$ cat config.mk
export PLATFORM = sky130hd
export DESIGN_NAME = trapezoid_fill
export DESIGN_NICKNAME = d
export VERILOG_FILES = /design/src/rtl/trapezoid_fill.sv
export SDC_FILE = /design/constraint.sdc
export NUM_CORES = 1
export LEC_CHECK = 0
export CAP_MARGIN = 10
export CORE_ASPECT_RATIO = 0.75
export CORE_MARGIN = 2
export CORE_UTILIZATION = 40
export CTS_BUF_LIST = sky130_fd_sc_hd__clkbuf_4 sky130_fd_sc_hd__clkbuf_8
export CTS_CLUSTER_DIAMETER = 150
export DETAILED_ROUTE_END_ITERATION = 8
export MAX_ROUTING_LAYER = met4
export PLACE_DENSITY = 0.71
export SYNTH_ARGS = -nofsm -noshare
export SYNTH_HDL_FRONTEND = slang
export SYNTH_SLANG_ARGS = --single-unit
$ cat constraint.sdc
create_clock -name clk -period 6.05 [get_ports clk]
set_input_delay 0.9075 -clock clk [delete_from_list [all_inputs] [get_ports clk]]
set_output_delay 0.9075 -clock clk [all_outputs]
set_load 0.05 [all_outputs]
$ cat src/rtl/trapezoid_fill.sv
// Column-major rasteriser for one vertically-edged quadrilateral (maze wall/floor slab).
// Both slanted edges are stepped with Bresenham error accumulators; no multiply or divide.
module trapezoid_fill #(
  parameter int CORDW = 16
) (
  input  logic                    clk,
  input  logic                    rstn,
  input  logic                    start,
  input  logic                    oe,
  input  logic signed [CORDW-1:0] x0,
  input  logic signed [CORDW-1:0] y0,
  input  logic signed [CORDW-1:0] x1,
  input  logic signed [CORDW-1:0] y1,
  input  logic signed [CORDW-1:0] x2,
  input  logic signed [CORDW-1:0] y2,
  input  logic signed [CORDW-1:0] x3,
  input  logic signed [CORDW-1:0] y3,
  output logic signed [CORDW-1:0] x,
  output logic signed [CORDW-1:0] y,
  output logic                    drawing,
  output logic                    busy,
  output logic                    done
);

  typedef enum logic [2:0] {IDLE, INIT, EDGE, EMIT, NEXT, DONE} state_t;
  state_t state, state_nxt;

  localparam logic signed [CORDW-1:0] ONE = CORDW'(1);

  // One bit wider than the coordinates so differences of extreme vertices cannot wrap.
  function automatic logic signed [CORDW:0] wide_sub(input logic signed [CORDW-1:0] a,
                                                     input logic signed [CORDW-1:0] b);
    return $signed({a[CORDW-1], a}) - $signed({b[CORDW-1], b});
  endfunction

  function automatic logic [CORDW:0] mag(input logic signed [CORDW:0] v);
    return v[CORDW] ? $unsigned(-v) : $unsigned(v);
  endfunction

  logic signed [CORDW-1:0] vx0, vx1, vy0, vy1, vy2, vy3;
  logic        [CORDW:0]   dx, dyt_abs, dyb_abs, err_t, err_b;
  logic                    sgn_t, sgn_b;
  logic signed [CORDW-1:0] c, yt, yb, row;
  logic signed [CORDW:0]   dt_w, db_w;
  logic                    need_t, need_b;

  // x2/x3 only duplicate x1/x0 for a vertical-edged quad.
  logic unused_ok;
  assign unused_ok = ^{x2, x3};

  assign dt_w   = wide_sub(vy1, vy0);
  assign db_w   = wide_sub(vy2, vy3);
  assign need_t = (dx != '0) && (err_t >= dx);
  assign need_b = (dx != '0) && (err_b >= dx);

  always_ff @(posedge clk) begin
    if (!rstn) state <= IDLE;
    else       state <= state_nxt;
  end

  always_comb begin
    state_nxt = state;
    case (state)
      IDLE: if (start) state_nxt = INIT;
      INIT: state_nxt = EDGE;
      EDGE: if (!need_t && !need_b) state_nxt = (yt > yb) ? NEXT : EMIT;
      EMIT: if (oe && row == yb) state_nxt = NEXT;
      NEXT: state_nxt = (c == vx1) ? DONE : EDGE;
      DONE: state_nxt = IDLE;
      default: state_nxt = IDLE;
    endcase
  end

  always_comb begin
    busy = (state != IDLE);
    done = (state == DONE);
  end

  always_ff @(posedge clk) begin
    case (state)
      IDLE: if (start) begin
        vx0 <= x0; vx1 <= x1;
        vy0 <= y0; vy1 <= y1; vy2 <= y2; vy3 <= y3;
      end
      INIT: begin
        dx      <= $unsigned(wide_sub(vx1, vx0));
        dyt_abs <= mag(dt_w);
        dyb_abs <= mag(db_w);
        sgn_t   <= dt_w[CORDW];
        sgn_b   <= db_w[CORDW];
        c       <= vx0;
        yt      <= vy0;
        yb      <= vy3;
        err_t   <= '0;
        err_b   <= '0;
      end
      // One edge correction per cycle, top edge first.
      EDGE: begin
        if (need_t) begin
          yt    <= sgn_t ? yt - ONE : yt + ONE;
          err_t <= err_t - dx;
        end else if (need_b) begin
          yb    <= sgn_b ? yb - ONE : yb + ONE;
          err_b <= err_b - dx;
        end else begin
          row <= yt;
        end
      end
      EMIT: if (oe && row != yb) row <= row + ONE;
      NEXT: if (c != vx1) begin
        c     <= c + ONE;
        err_t <= err_t + dyt_abs;
        err_b <= err_b + dyb_abs;
      end
      default: ;
    endcase
  end

  // Pixel output is registered: a pixel accepted in EMIT appears the following cycle.
  always_ff @(posedge clk) begin
    if (!rstn) begin
      x       <= '0;
      y       <= '0;
      drawing <= 1'b0;
    end else begin
      drawing <= (state == EMIT) && oe;
      if (state == EMIT && oe) begin
        x <= c;
        y <= row;
      end
    end
  end

endmodule

# After elaboration in Yosys (flattened, before gate mapping)
# Index checks and enable logic that the tools add are counted.
# totals
register_bits,283
out_inout_bits,35
# op_classes
addsub,15
n_lt_le_gt_ge,3
eq_ne,18
muxes,28
n_reduce_logical,23
# ops
cell,n
2-to-1 mux 16 bit,11
one-hot mux 16 bit (2 select lines),4
one-hot mux 17 bit (3 select lines),2
2-to-1 mux 17 bit,5
"adder 16 x 2 -> 16 bit, second input constant",4
subtractor 16 x 16 -> 17 bit,3
adder 17 bit,2
greater-or-equal comparator 17 bit,2
negation 17 bit,2
subtractor 17 bit,2
== test 16 bit,2
!= test 16 bit,2
"subtractor 16 x 2 -> 16 bit, second input constant",2
"!= test 2 bit, second input constant",9
nonzero test 17 bit,1
> comparator 16 bit,1
2-to-1 mux 3 bit,5
one-hot mux 3 bit (5 select lines),1
AND reduction 3 bit,3
AND reduction 4 bit,2
"== test 3 x 2 -> 1 bit, second input constant",2
"== test 3 bit, second input constant",2
logical AND 1 bit,6
AND reduction 2 bit,3
5 further kinds,9

# Depth between registers and ports, before layout
# depth
word_depth,6
ltp_mapped,13

# Worst setup path after synthesis
# No wires, ideal clock.
# synth_path
kind,register to register
startpoint,register state[2]
endpoint,register vx0[0] (enable)
t_arrival_ps,5167
t_required_ps,5498
path_slack_ps,331
stages_incl_launch_ff,4
period_less_slack_ps,5719
path_cell_list,dfxtp_1 > clkbuf_1 > or3_1 > nor2_1
# synth_via
elab_chain_len,2
# synth_lines
item,line_no,text
start: declaration,26,"state_t state, state_nxt;"
start signal: assignment,58,else state <= state_nxt;
zero test 3 bit,80,case (state)
AND reduction 2 bit (no source line),-,
end signal: assignment,82,vx0 <= x0; vx1 <= x1;
end: declaration,40,"logic signed [CORDW-1:0] vx0, vx1, vy0, vy1, vy2, vy3;"
# No other way between the ends.
# A chain may end at the register's enable or synchronous reset.

# Worst setup path in the final report
# layout_path
startpoint,register vy1[0]
endpoint,register dyt_abs[15] (data pin)
# layout_via
elab_chain_len,3
# layout_lines
item,line_no,text
start: declaration,40,
start signal: assignment,83,vy0 <= y0; vy1 <= y1; vy2 <= y2; vy3 <= y3;
subtractor 16 x 16 -> 17 bit (*),33,"return $signed({a[CORDW-1], a}) - $signed({b[CORDW-1], b});"
negation 17 bit,37,return v[CORDW] ? $unsigned(-v) : $unsigned(v);
2-to-1 mux 16 bit (*),37,
end signal: assignment,87,dyt_abs <= mag(dt_w);
end: declaration,41,"logic [CORDW:0] dx, dyt_abs, dyb_abs, err_t, err_b;"
# Mark *: on every way between the ends. The rest lies on a longest branch, timed or not.

==> qor_table.md <==
| Result | Reported |
|:---|:---|
| Number of global-route vias before repair | 13995 |
| Tmin final | 3.87 ns |
| Total nets after synthesis | 2148 |
| Clk slew on worst S/H paths | 0.06 ns |
| Internal power consumption | 0.00691 W |
| Number of enable-type register cells in the synthesized netlist | 247 |
| Critical Path Source Type | register |
| Sw Share | 43.3% |
| Worst slew pin tran | 1.20 ns |
| Count of cell types in the netlist | 87 |
| Overflow left after global routing | 0 |
| Status | complete, no violations |
| Psw | 0.00528 W |
| Mapped Cells | 1845 |
| Final clock skew | 0.0575 ns |
| Placed standard-cell area | 0.0204 mm² |
| Largest net degree at the start of global routing | 55 |
| Ranking of synthesized cells by instance count | edfxtp_1, nand2_1, ha_1 |
| Buffers added on ports | 134 |
| Average wire per cell in the routed design | 17.5 µm |
| Cell at the root of the clock tree | clkbuf_8 |
| Synth top area cells | edfxtp_1, ha_1, xnor2_1, nand2_1, dfxtp_1 |
| Post-cts resize count | 0 |
| Count of final setup violators | 0 |
| Total routing usage reported by global routing | 19.6% |
| Highest ir drop seen on vdd | 0.232 mV |
| Starting utilization of the core area | 40.2% |
| Cell type with the highest aggregate area in the netlist | edfxtp_1 |
| First-pass GRT wire length | 72900 µm |
| Vias | 14520 |
| Leakage power | 8.40 nW |
| Final cell area excluding filler cells | 0.0215 mm² |
| Cell area after technology mapping | 0.0184 mm² |
| Max clock buf depth | 3 |
| Post-synthesis sequential element count | 283 |
| Relative slew slack | 19.8% |
| Critical Path AT | 4.23 ns |
| Class of the tightest hold or removal check | register to register |
| Post-synthesis area per instance | 9.98 µm² |
| Maximum operating frequency | 0.258 GHz |
| Type of destination of the critical path | register |
| Number of detailed-route iterations in the first pass | 5 |
| Post-synth top area share | 40.3% |
| Layout Utilization | 47.0% |
| Post-synthesis async set-or-reset flop share | 0% |
| Iteration-0 DRC Markers | 1103 |
| Share of cell area taken by muxes after synthesis | 0.299% |
| Number of synthesis warnings | 0 |
| Top_reg_cell synth | edfxtp_1 |
| Number of nets at the end of the flow | 2299 |
| Count of maximum capacitance violations | 0 |
| HPWL Detailed | 34600 µm |
| Largest fanout on the critical path | 4 |
| Clock H-tree levels | 2 |
| Share of final-layout standard cells stronger than drive strength 1 | 5.94% |
| Syn-to-layout area delta | 16.7% |
| Post-synthesis adder-cell area fraction | 12.0% |
| CTS tree | yes |
| Hold-fix buffers, CTS | 0 |
| Setup Fix Bufs, Post-CTS | 0 |
| Residual antenna-violating net count after detailed routing | 0 |
| Synth Area in XOR/XNOR | 9.08% |
| Main combinational cell family by area after synthesis | compound AO/OA/AOI/OAI gates |
| Number of core rows | 68 |
| Number of pins exceeding their max-slew limit in the final report | 0 |
| Initial antenna violation count | 1 |
| Most numerous cell in the Yosys netlist | edfxtp_1 |
| Data required time at the worst endpoint | 6.41 ns |
| Logic gate share of total power | 54.1% |
| Num CTS Buffers | 49 |
| Type of the worst setup path | register to register |
| Clock power frac | 15.8% |
| Sequential Power Share | 30.1% |
| Power density of the placed cells | 567 mW/mm² |
| Final routed wirelength across all metal layers | 46000 µm |
| # DRC | 0 |
| Clock latency of the later-clocked register in the worst-skew pair | 0.65 ns |
| Core area | 0.0458 mm² |
| Die Y-Extent | 190 µm |
| Sequential cell area fraction in the yosys report | 44.2% |
| Count of pins on the block boundary | 167 |
| Full die area | 0.0478 mm² |
| Floorplan die width | 252 µm |
| Routability congestion estimate from global placement | 0.908 |
| Compound-Gate Fraction of Synth Area | 17.1% |
| # clock sinks | 283 |
| Accumulated negative setup slack | 0 ns |
| RSZ-0062 raised after global routing | no |
| Synthesized-area fraction occupied by and/or/nand/nor cells | 13.9% |
| Final critical-path share of the clock period | 64.0% |
| Number of hold violations in the final report | 0 |
| Avg Vias per Cell | 5.52 |
==> kinds of logic (layout without fill, tap and decap cells) <==
group	after synthesis	after routing
buffers and inverters	169	360
DFF	283	283
other	0	1
and+or+nand+nor	535	535
xor gates and xnor gates	191	191
AOI/OAI and AO/OA	491	491
adders and majority gates	171	171
muxes	5	5
==> registers in the layout (all words and copies together), names as in the netlist <==
| register | flops |
|---|---|
| c | 16 |
| drawing | 1 |
| dx | 17 |
| dyb_abs | 17 |
| dyt_abs | 17 |
| err_b | 17 |
| err_t | 17 |
| row | 16 |
| sgn_b | 1 |
| sgn_t | 1 |
| state | 3 |
| vx0 | 16 |
| vx1 | 16 |
| vy0 | 16 |
| vy1 | 16 |
| vy2 | 16 |
| vy3 | 16 |
| x | 16 |
| y | 16 |
| yb | 16 |
| yt | 16 |
==> placed cells by master (no fill, tap or decap), types with 21 or more instances in the layout <==
master / count
a21o_1: 40
a211oi_1: 21
nand4_1: 21
xnor2_1: 123
dfxtp_1: 36
nor3_1: 42
clkbuf_8: 59
o22ai_1: 25
edfxtp_1: 247
inv_1: 125
a21oi_1: 125
nor2_1: 94
nand2_1: 214
clkdlybuf4s50_1: 134
o21ai_0: 123
xor2_1: 68
ha_1: 162
nand3_1: 33
==> critical path, cell delays in order (launching register included) <==
cell	delay (ns)
edfxtp_1	0.35
inv_1	0.07
ha_1	0.17
inv_1	0.06
fa_1	0.43
a211oi_2	0.28
o21ai_2	0.13
a31oi_4	0.21
xor2_1	0.27
or4b_4	0.53
or4_4	0.55
o41a_1	0.39
xor2_1	0.15
==> per-layer routing <==
metal  GRT usage, %  wire length, µm
met5              -                0
met4           5.69              916
met3           3.45             2820
met2           29.3            20200
met1           27.4            22000
==> final timing paths <==
| path | start | end | slack, ns | cells after the start |
|---|---|---|---|---|
| worst min register to register | y[15] | y[15] | 0.45 | 2 |
| worst min-delay path | y[15] | y[15] | 0.45 | 2 |
| worst max register to register | vy1[0] | dyt_abs[15] | 2.18 | 12 |
| worst max-delay path | vy1[0] | dyt_abs[15] | 2.18 | 12 |
==> final cells by class <==
type,instances,area (µm²)
fillers,4209,24300
multi-input cells,1393,9660
flip-flops and latches,283,8140
repair buffers,141,1390
clock buffers,76,940
well taps,595,744
inverters,128,480
clock inverters,15,140
diodes,1,2.50
==> metrics by stage <==
stage	instances	power [W]	hold slack, ns	setup slack (ns)
final	2632	0.0122	0.454	2.18
after global routing	2632	0.0131	0.486	2.04
after CTS	2631	0.0122	0.455	2.21
after detailed placement	2540	0.0102	0.446	2.23
after global placement	2540	0.00994	0.448	2.26
after floorplan	1845	0.00857	0.521	0.331
==> power by group through the flow <==
stage                     combinational, W  clock (W)  sequential (W)
after CTS                          0.00654    0.00198         0.00366
after global routing               0.00735    0.00207         0.00374
after detailed placement           0.00649          0         0.00369
after floorplan                    0.00508          0         0.00349
final                              0.00659    0.00193         0.00367
after global placement             0.00626          0         0.00368
No activity file was read; power rests on OpenSTA's default activity.
